File: config.mk
export PLATFORM = sky130hd
export DESIGN_NAME = ex_alu_stage
export DESIGN_NICKNAME = d
export VERILOG_FILES = /design/src/rtl/ex_alu_stage.sv
export SDC_FILE = /design/constraint.sdc
export NUM_CORES = 1
export LEC_CHECK = 0
export BUFFER_PORTS_ARGS = -buffer_cell sky130_fd_sc_hd__buf_2
export CORE_MARGIN = 3
export CORE_UTILIZATION = 30
export CTS_CLUSTER_SIZE = 16
export DETAILED_ROUTE_END_ITERATION = 8
export GPL_ROUTABILITY_DRIVEN = 0
export PLACE_DENSITY = 0.52
export SLEW_MARGIN = 20
export SYNTH_ARGS = -nofsm -noshare
export SYNTH_HDL_FRONTEND = slang
export SYNTH_HIERARCHICAL = 1
export SYNTH_SLANG_ARGS = --single-unit
File: constraint.sdc
create_clock -name clk -period 2.85 [get_ports clk]
set_input_delay 0 -clock clk [delete_from_list [all_inputs] [get_ports clk]]
set_output_delay 0 -clock clk [all_outputs]
set_load 0.005 [all_outputs]
File: src/rtl/ex_alu_stage.sv
// ============================================================================
// Module      : ex_alu_stage (with helper ex_shifter)
// Description : Registered RV32 execute stage with a 2-entry skid buffer.
//               Optional rotate ops are enabled by defining EX_ROTATE_EN.
// Revision    : 1.0 - initial release
// ============================================================================
`default_nettype none

module ex_shifter (
    input  logic [31:0] i_data,
    input  logic [4:0]  i_shamt,
    input  logic [1:0]  i_type,
    output logic [31:0] o_result
);
    always_comb begin
        o_result = '0;
        case (i_type)
            2'b00:   o_result = i_data >> i_shamt;
            2'b01:   o_result = i_data << i_shamt;
            2'b10:   o_result = $unsigned($signed(i_data) >>> i_shamt);
            default: o_result = '0;
        endcase
    end
endmodule

module ex_alu_stage #(
    parameter int TAG_W = 5,
    parameter int XLEN  = 32   // only 32 is legal: the shifter is fixed width
) (
    input  logic             clk,
    input  logic             rst,
    input  logic             flush,
    input  logic             in_valid,
    output logic             in_ready,
    input  logic [3:0]       in_op,
    input  logic [XLEN-1:0]  in_a,
    input  logic [XLEN-1:0]  in_b,
    input  logic [TAG_W-1:0] in_rd,
    output logic             out_valid,
    input  logic             out_ready,
    output logic [XLEN-1:0]  out_result,
    output logic [TAG_W-1:0] out_rd,
    output logic             out_zero
);
    localparam logic [3:0] c_OP_ADD  = 4'd0;
    localparam logic [3:0] c_OP_SUB  = 4'd1;
    localparam logic [3:0] c_OP_SLL  = 4'd2;
    localparam logic [3:0] c_OP_SRL  = 4'd3;
    localparam logic [3:0] c_OP_SRA  = 4'd4;
    localparam logic [3:0] c_OP_AND  = 4'd5;
    localparam logic [3:0] c_OP_OR   = 4'd6;
    localparam logic [3:0] c_OP_XOR  = 4'd7;
    localparam logic [3:0] c_OP_SLT  = 4'd8;
    localparam logic [3:0] c_OP_SLTU = 4'd9;
    localparam logic [3:0] c_OP_ROL  = 4'd10;
    localparam logic [3:0] c_OP_ROR  = 4'd11;

    localparam logic [1:0] c_SH_SRL = 2'b00;
    localparam logic [1:0] c_SH_SLL = 2'b01;
    localparam logic [1:0] c_SH_SRA = 2'b10;

    logic [4:0]       w_shamt;
    logic [1:0]       w_sh_type;
    logic [XLEN-1:0]  w_shift_result;
    logic [XLEN-1:0]  w_rot_result;
    logic [XLEN-1:0]  w_result;
    logic             w_zero;
    logic             w_accept;

    logic             r_out_valid;
    logic [XLEN-1:0]  r_out_result;
    logic [TAG_W-1:0] r_out_rd;
    logic             r_out_zero;
    logic             r_skid_valid;
    logic [XLEN-1:0]  r_skid_result;
    logic [TAG_W-1:0] r_skid_rd;
    logic             r_skid_zero;

    assign w_shamt = in_b[4:0];

    always_comb begin
        w_sh_type = c_SH_SRL;
        case (in_op)
            c_OP_SLL: w_sh_type = c_SH_SLL;
            c_OP_SRA: w_sh_type = c_SH_SRA;
            default:  w_sh_type = c_SH_SRL;
        endcase
    end

    ex_shifter u_shifter (
        .i_data   (in_a),
        .i_shamt  (w_shamt),
        .i_type   (w_sh_type),
        .o_result (w_shift_result)
    );

`ifdef EX_ROTATE_EN
    // A rotate is a left and a right shift by complementary amounts, OR-ed;
    // a complement of 0 is 0 (mod 32), so s=0 yields the operand itself.
    logic [4:0]      w_neg_shamt;
    logic [4:0]      w_rot_l_amt;
    logic [4:0]      w_rot_r_amt;
    logic [XLEN-1:0] w_rot_l;
    logic [XLEN-1:0] w_rot_r;

    assign w_neg_shamt = 5'd0 - w_shamt;
    assign w_rot_l_amt = (in_op == c_OP_ROR) ? w_neg_shamt : w_shamt;
    assign w_rot_r_amt = (in_op == c_OP_ROR) ? w_shamt : w_neg_shamt;

    ex_shifter u_rot_left (
        .i_data   (in_a),
        .i_shamt  (w_rot_l_amt),
        .i_type   (c_SH_SLL),
        .o_result (w_rot_l)
    );

    ex_shifter u_rot_right (
        .i_data   (in_a),
        .i_shamt  (w_rot_r_amt),
        .i_type   (c_SH_SRL),
        .o_result (w_rot_r)
    );

    assign w_rot_result = w_rot_l | w_rot_r;
`else
    assign w_rot_result = '0;
`endif

    always_comb begin
        w_result = '0;
        case (in_op)
            c_OP_ADD:                     w_result = in_a + in_b;
            c_OP_SUB:                     w_result = in_a - in_b;
            c_OP_SLL, c_OP_SRL, c_OP_SRA: w_result = w_shift_result;
            c_OP_AND:                     w_result = in_a & in_b;
            c_OP_OR:                      w_result = in_a | in_b;
            c_OP_XOR:                     w_result = in_a ^ in_b;
            c_OP_SLT:  w_result = {{(XLEN-1){1'b0}}, ($signed(in_a) < $signed(in_b))};
            c_OP_SLTU: w_result = {{(XLEN-1){1'b0}}, (in_a < in_b)};
            c_OP_ROL, c_OP_ROR:           w_result = w_rot_result;
            default:                      w_result = '0;
        endcase
    end

    assign w_zero   = (w_result == '0);
    // Skid empty is the only ready condition, so in_ready stays a flop output.
    assign w_accept = in_valid && !r_skid_valid && !flush;

    always_ff @(posedge clk or posedge rst) begin
        if (rst) begin
            r_out_valid   <= 1'b0;
            r_out_result  <= '0;
            r_out_rd      <= '0;
            r_out_zero    <= 1'b1;
            r_skid_valid  <= 1'b0;
            r_skid_result <= '0;
            r_skid_rd     <= '0;
            r_skid_zero   <= 1'b1;
        end else if (flush) begin
            r_out_valid  <= 1'b0;
            r_skid_valid <= 1'b0;
        end else if (!r_out_valid) begin
            if (w_accept) begin
                r_out_valid  <= 1'b1;
                r_out_result <= w_result;
                r_out_rd     <= in_rd;
                r_out_zero   <= w_zero;
            end
        end else if (out_ready) begin
            if (r_skid_valid) begin
                r_out_result <= r_skid_result;
                r_out_rd     <= r_skid_rd;
                r_out_zero   <= r_skid_zero;
                r_skid_valid <= 1'b0;
            end else if (w_accept) begin
                r_out_result <= w_result;
                r_out_rd     <= in_rd;
                r_out_zero   <= w_zero;
            end else begin
                r_out_valid  <= 1'b0;
            end
        end else if (w_accept) begin
            r_skid_valid  <= 1'b1;
            r_skid_result <= w_result;
            r_skid_rd     <= in_rd;
            r_skid_zero   <= w_zero;
        end
    end

    assign in_ready   = !r_skid_valid;
    assign out_valid  = r_out_valid;
    assign out_result = r_out_result;
    assign out_rd     = r_out_rd;
    assign out_zero   = r_out_zero;

endmodule

`default_nettype wire

# Word-level counts from Yosys, hierarchy flattened
# Cells that the tools add are included.
op_classes:
  n_addsub: 2
  reduce_logical: 13
  n_bitwise: 5
  n_eq_ne: 12
  n_shift: 3
  mux: 24
  order_cmp: 2
ops:
  columns: ["op", "count"]
  rows:
  - ["$pmux W32 S8", 1]
  - ["$mux W32", 4]
  - ["$pmux W32 S3", 1]
  - ["$lt A32 B32 Y1", 2]
  - ["$add A32 B32 Y32", 1]
  - ["$and A32 B32 Y32", 1]
  - ["$logic_not A32 Y1", 1]
  - ["$or A32 B32 Y32", 1]
  - ["$shl A32 B5 Y32", 1]
  - ["$shr A32 B5 Y32", 1]
  - ["$sshr A32 B5 Y32", 1]
  - ["$sub A32 B32 Y32", 1]
  - ["$xor A32 B32 Y32", 1]
  - ["$mux W5", 4]
  - ["$eq A4 B3 Y1 const B", 4]
  - ["$mux W1", 13]
  - ["$eq A4 B2 Y1 const B", 2]
  - ["$eq A4 B4 Y1 const B", 2]
  - ["$eq A4 B1 Y1 const B", 1]
  - ["$logic_not A4 Y1", 1]
  - ["$pmux W2 S2", 1]
  - ["$reduce_and A2 Y1", 2]
  - ["$reduce_and A4 Y1", 1]
  - ["$reduce_bool A3 Y1", 1]
  - ["9 further kinds", 12]
totals:
  inputBits: 78
  register_bits: 78
  wordCells: 69

# Longest topological paths before layout
logic_depth:
  ltp_word: 10
  mapped_depth: 21
  ltp_nobuf: 16

# By module
# Netlist, hierarchy kept.
by_module_without_submodules:
  columns: ["module", "cells_each", "area_each_um2", "seq_area_each_um2", "n_inst"]
  rows:
  - ["ex_alu_stage", 1304, 9530.4, 1954.4, 1]
  - ["ex_shifter", 495, 4310.4, 0.0, 1]

# Worst setup path after synthesis
# No wires, ideal clock.
synth_timing:
  path_kind: "input port to flip-flop"
  start: "in in_op[1]"
  end: "reg r_out_zero (netlist: out_zero)"
  setup_slack_ns: -1.720
  required_time_ns: 2.773
  setup_ns: 0.077
  cell_stages: 19
  arrival_ns: 4.493
  n_path_buf: 5
  path_cell_list: "clkbuf_1 buf_1 clkbuf_1 nor3_1 clkbuf_1 clkbuf_1 nand3_1 o21ai_0 o21ai_1 a21oi_1 a221o_1 o21ba_1 o211ai_1 or4_1 or4_1 nor4_2 nand4_1 or4_1 a31oi_1"
synth_between:
  elab_chain_len: 10
  elab_cells_between_ends: 22
  classes_between: "11 x eq/ne; 7 x mux; 4 x reduce/logical"
synth_rtl:
  columns: ["item", "line", "rtl"]
  rows:
  - ["start, declared", "35", "input logic [3:0] in_op,"]
  - ["$eq A4 B3 Y1 or $eq A4 B2 Y1 (tied branches)", "83", "case (in_op)"]
  - ["$pmux W2 S2 (*)", "83", null]
  - ["net w_sh_type[1]", "63", "logic [1:0] w_sh_type;"]
  - ["$eq A2 B2 Y1, or another cell as far along", "17", "case (i_type)"]
  - ["$pmux W32 S3 (*)", "17", null]
  - ["net w_shift_result[10]", "64", "logic [XLEN-1:0] w_shift_result;"]
  - ["$pmux W32 S8 (*)", "131", "case (in_op)"]
  - ["$logic_not A32 Y1 (*)", "145", "assign w_zero = (w_result == '0);"]
  - ["$mux W1 (*)", "163, 175", null]
  - ["$mux W1", "170", "if (r_skid_valid) begin"]
  - ["$mux W1", "169", "end else if (out_ready) begin"]
  - ["$mux W1 (*)", "162", "end else if (!r_out_valid) begin"]
  - ["end signal, assigned", "167", "r_out_zero <= w_zero;"]
  - ["end signal, assigned", "173", "r_out_zero <= r_skid_zero;"]
  - ["end signal, assigned", "178", "r_out_zero <= w_zero;"]
  - ["end, declared", "73", "logic r_out_zero;"]
# The timed path passes the listed nets; every way through them passes the cells marked *. The select of a mux whose other input is x is not followed.
# A chain may end at the register's enable or synchronous reset.

# Worst setup path after layout
layout_timing:
  start: "in in_b[0]"
  end: "reg r_out_zero (netlist: out_zero)"
layout_between:
  elab_chain_len: 8
  elab_cells_between_ends: 17
  classes_between: "2 x add/sub; 2 x order compare; 3 x shift; 6 x mux; 3 x bitwise; 1 x reduce/logical"
layout_rtl:
  columns: ["item", "line", "rtl"]
  rows:
  - ["start, declared", "37", "input logic [XLEN-1:0] in_b,"]
  - ["$sshr A32 B5 Y32, or another cell as far along", "20", "2'b10: o_result = $unsigned($signed(i_data) >>> i_shamt);"]
  - ["$pmux W32 S3 (*)", "17", null]
  - ["net w_shift_result[3]", "64", null]
  - ["$pmux W32 S8 (*)", "131", null]
  - ["$logic_not A32 Y1 (*)", "145", null]
  - ["$mux W1 (*)", "163, 175", null]
  - ["$mux W1", "170", null]
  - ["$mux W1", "169", null]
  - ["$mux W1 (*)", "162", null]
# Marked as above.

==> metrics.txt <==
status finished with violations; failing checks negative setup slack; R2R Path End r_skid_result[0]; row count 78; crit path DAT 4100 ps; number of distinct library cells after synthesis 93; largest net degree at the start of global routing 45; share of post-route cells with drive strength above 1 0.456; DRT Wirelength 69.8 mm; Leakage 10.0 nW; post-route setup slack -993 ps; Avg WL per Cell 22.5 um; synthesized area 13800 um2; clock insertion delay at the later pin of the skew report 330 ps; Hold WC Path Type in2reg; fillcell total 4414; Die Height 221 um; Util after Layout 0.486; period utilization 1.35; crit-path max cell delay 590 ps; clock slew at reported path FFs 60 ps; IO Port Bufs 117; Post-synth EDFFs 0; crit start category input port; Async SR Flop Fraction 1.00; VDD IR max 372 uV; Clock Sinks 78; IO Pins 118; die area 48700 um2; Crit path required time 3110 ps; global-route wire length before repair 104 mm; CP Class in2reg; Starting Density 0.304; commonest non-fill, non-tap cells in the layout 646 x buf_4, 204 x nand2_1, 167 x nor2_1, 139 x a21oi_1, 100 x buf_2; Initial DRT Pass Iterations 6; Synth Flop Type dfrtp_1; worst r2r path cells 6; fin crit period 3840 ps; antenna viol nets, final 0; unrepaired setup endpoints after global routing yes; Cell Chain, Critical Path buf_16 -> buf_8 -> mux4_2 -> mux2i_2 -> buf_4 -> buf_4 -> nor2_1 -> a21oi_1 -> o221ai_1 -> a22oi_1 -> o21ai_0 -> or4_4 -> or4_4 -> nor4_4 -> buf_4 -> nand4_1 -> or4_4 -> a31oi_2; final net count 2681; Mean Syn Cell Area 7.69 um2; syn_nets 1986; CTS tree done; Slew HR 0.375; Worst path top cell family by delay simple AND/OR/NAND/NOR gates; gr usage total 0.274; most common cell after layout, fill and taps aside buf_4; Final HPWL DP 54.5 mm; Warnings, synthesis 6; hold path startpoint in_valid; PwrDens 320 nW/um2; H-tree levels 3; Vias 18100; slowest CP cell or4_4; Worst-Margin Slew 938 ps; Synth-to-Final Area Change 59.8%; reg2reg start r_skid_valid; Synth Register Bits 78; DRC 0; vias per cell 5.85; largest fanout on the critical path 6; Worst Skew 6.54 ps; final setup violating endpoints 14; worst hold path depth 3; Mapped Cells 1799; crit end category flip-flop; vias in the first global route 17400; R2R setup slack 810 ps; max_cap viols 0; max frequency 0.260 GHz; global route overflow 0; DR iter-0 viols 1939; Final Max Slew Viols 0; cts bufs inserted 9; Final Hold Viols 0; critical path depth 18; initial antenna violation count 2; post-synthesis sequential area ratio 0.141; Crit path buffers/inverters 5; DIE WIDTH 221 um; clk buf depth 2; Fin Setup TNS -3010 ps; core footprint 45500 um2; worst hold endpoint out_valid; clk root buf clkbuf_16
==> where the power goes <==
part,internal [mW],leakage (nW),switching (mW)
Combinational,2.10,8.96,2.29
Sequential,1.36,0.915,0.145
Clock,0.743,0.151,0.435
Total,4.20,10.0,2.87
==> tightest hold or removal path, stage by stage <==
cell     delay [ps]
buf_2           100
nand2_1         160
a21oi_1          90
==> sequential cells by signal, indices dropped and copies added (netlist names) <==
signal / cells
out_rd: 5
out_result: 32
out_valid: 1
out_zero: 1
r_skid_rd: 5
r_skid_result: 32
r_skid_valid: 1
r_skid_zero: 1
==> synthesized netlist by cell type, types with 18 or more instances <==
master    number  area, um2
nand2_1      213        800
nor2_1       178        668
a21oi_1      156        781
inv_1        109        409
ha_1         107       1340
clkbuf_1      95        357
o21ai_0       84        420
dfrtp_1       76       1900
mux2i_1       56        561
o22ai_1       54        338
nor3_1        42        210
mux4_2        39        878
nand3_1       35        175
mux4_1        31        815
o211ai_1      29        218
a211oi_1      25        188
a31oi_1       21        131
nand4_1       21        131
a221oi_1      20        175
nor4_1        20        125
mux2_2        19        214
nor2b_1       19        119
buf_2         18       90.1
==> worst max path at each step <==
| stage | from | slack (ps) | endpoint |
|---|---|---|---|
| 6_report | in_b[0] | -990 | out_zero |
| 5_1_grt | in_b[0] | -1120 | out_zero |
| 4_1_cts | in_b[0] | -920 | out_zero |
| 3_5_place_dp | in_b[0] | -1840 | out_zero |
| 3_3_place_gp | in_b[0] | -1710 | out_zero |
| 2_1_floorplan | in_b[0] | -910 | out_zero |
==> final cells by class <==
type | instances | area [um2] | area share
flip-flops and latches | 78 | 1950 | 0.0884
inverters | 113 | 435 | 0.0197
well taps | 600 | 751 | 0.0340
multi-input cells | 1458 | 12100 | 0.546
repair buffers | 834 | 6590 | 0.298
diodes | 1 | 2.50 | 0.000113
clock buffers | 12 | 267 | 0.0121
clock inverters | 3 | 42.5 | 0.00192
==> metal layers <==
metal  track usage  wire length [um]  vias up
met3        0.0553              6130      187
met4         0.114              3500        2
li1              -                 -     8172
met2         0.428             30900      979
met1         0.369             29200     8781
met5             0                 7        -
==> what timing repair did <==
| action | in CTS | in global routing |
|---|---|---|
| endpoints found under the hold margin | 51 | 0 |
| pin swaps | 29 | 99 |
| endpoints found under the setup margin | 47 | 44 |
| buffers inserted | 33 | 37 |
| hold buffers | 9 | 0 |
| gates cloned | 4 | 0 |
| resized for setup | 173 | 240 |
==> cells by family (layout without fill, tap and decap cells) <==
logic type,Yosys count,count (layout),share of synthesized area
flops,78,78,0.141
simple gates,612,612,0.203
xor+xnor,3,3,0.00190
mux,145,145,0.178
fa+ha+maj,109,109,0.0996
other cells,0,1,0
buf+inv,263,962,0.0849
compound gates,589,589,0.291
==> stage by stage <==
step	area [um2]	hold WS (ps)	total power [mW]	worst slack, ps	std cells
floorplan	13900	63.1	3.31	-907	1799
global placement	19500	144	5.18	-1710	3016
detailed placement	19500	158	5.23	-1840	3016
CTS	20900	60.3	6.68	-916	3076
global route	22100	81.7	7.44	-1120	3098
finish	22100	61.8	7.07	-993	3099
(Power assumes the default switching activity.)
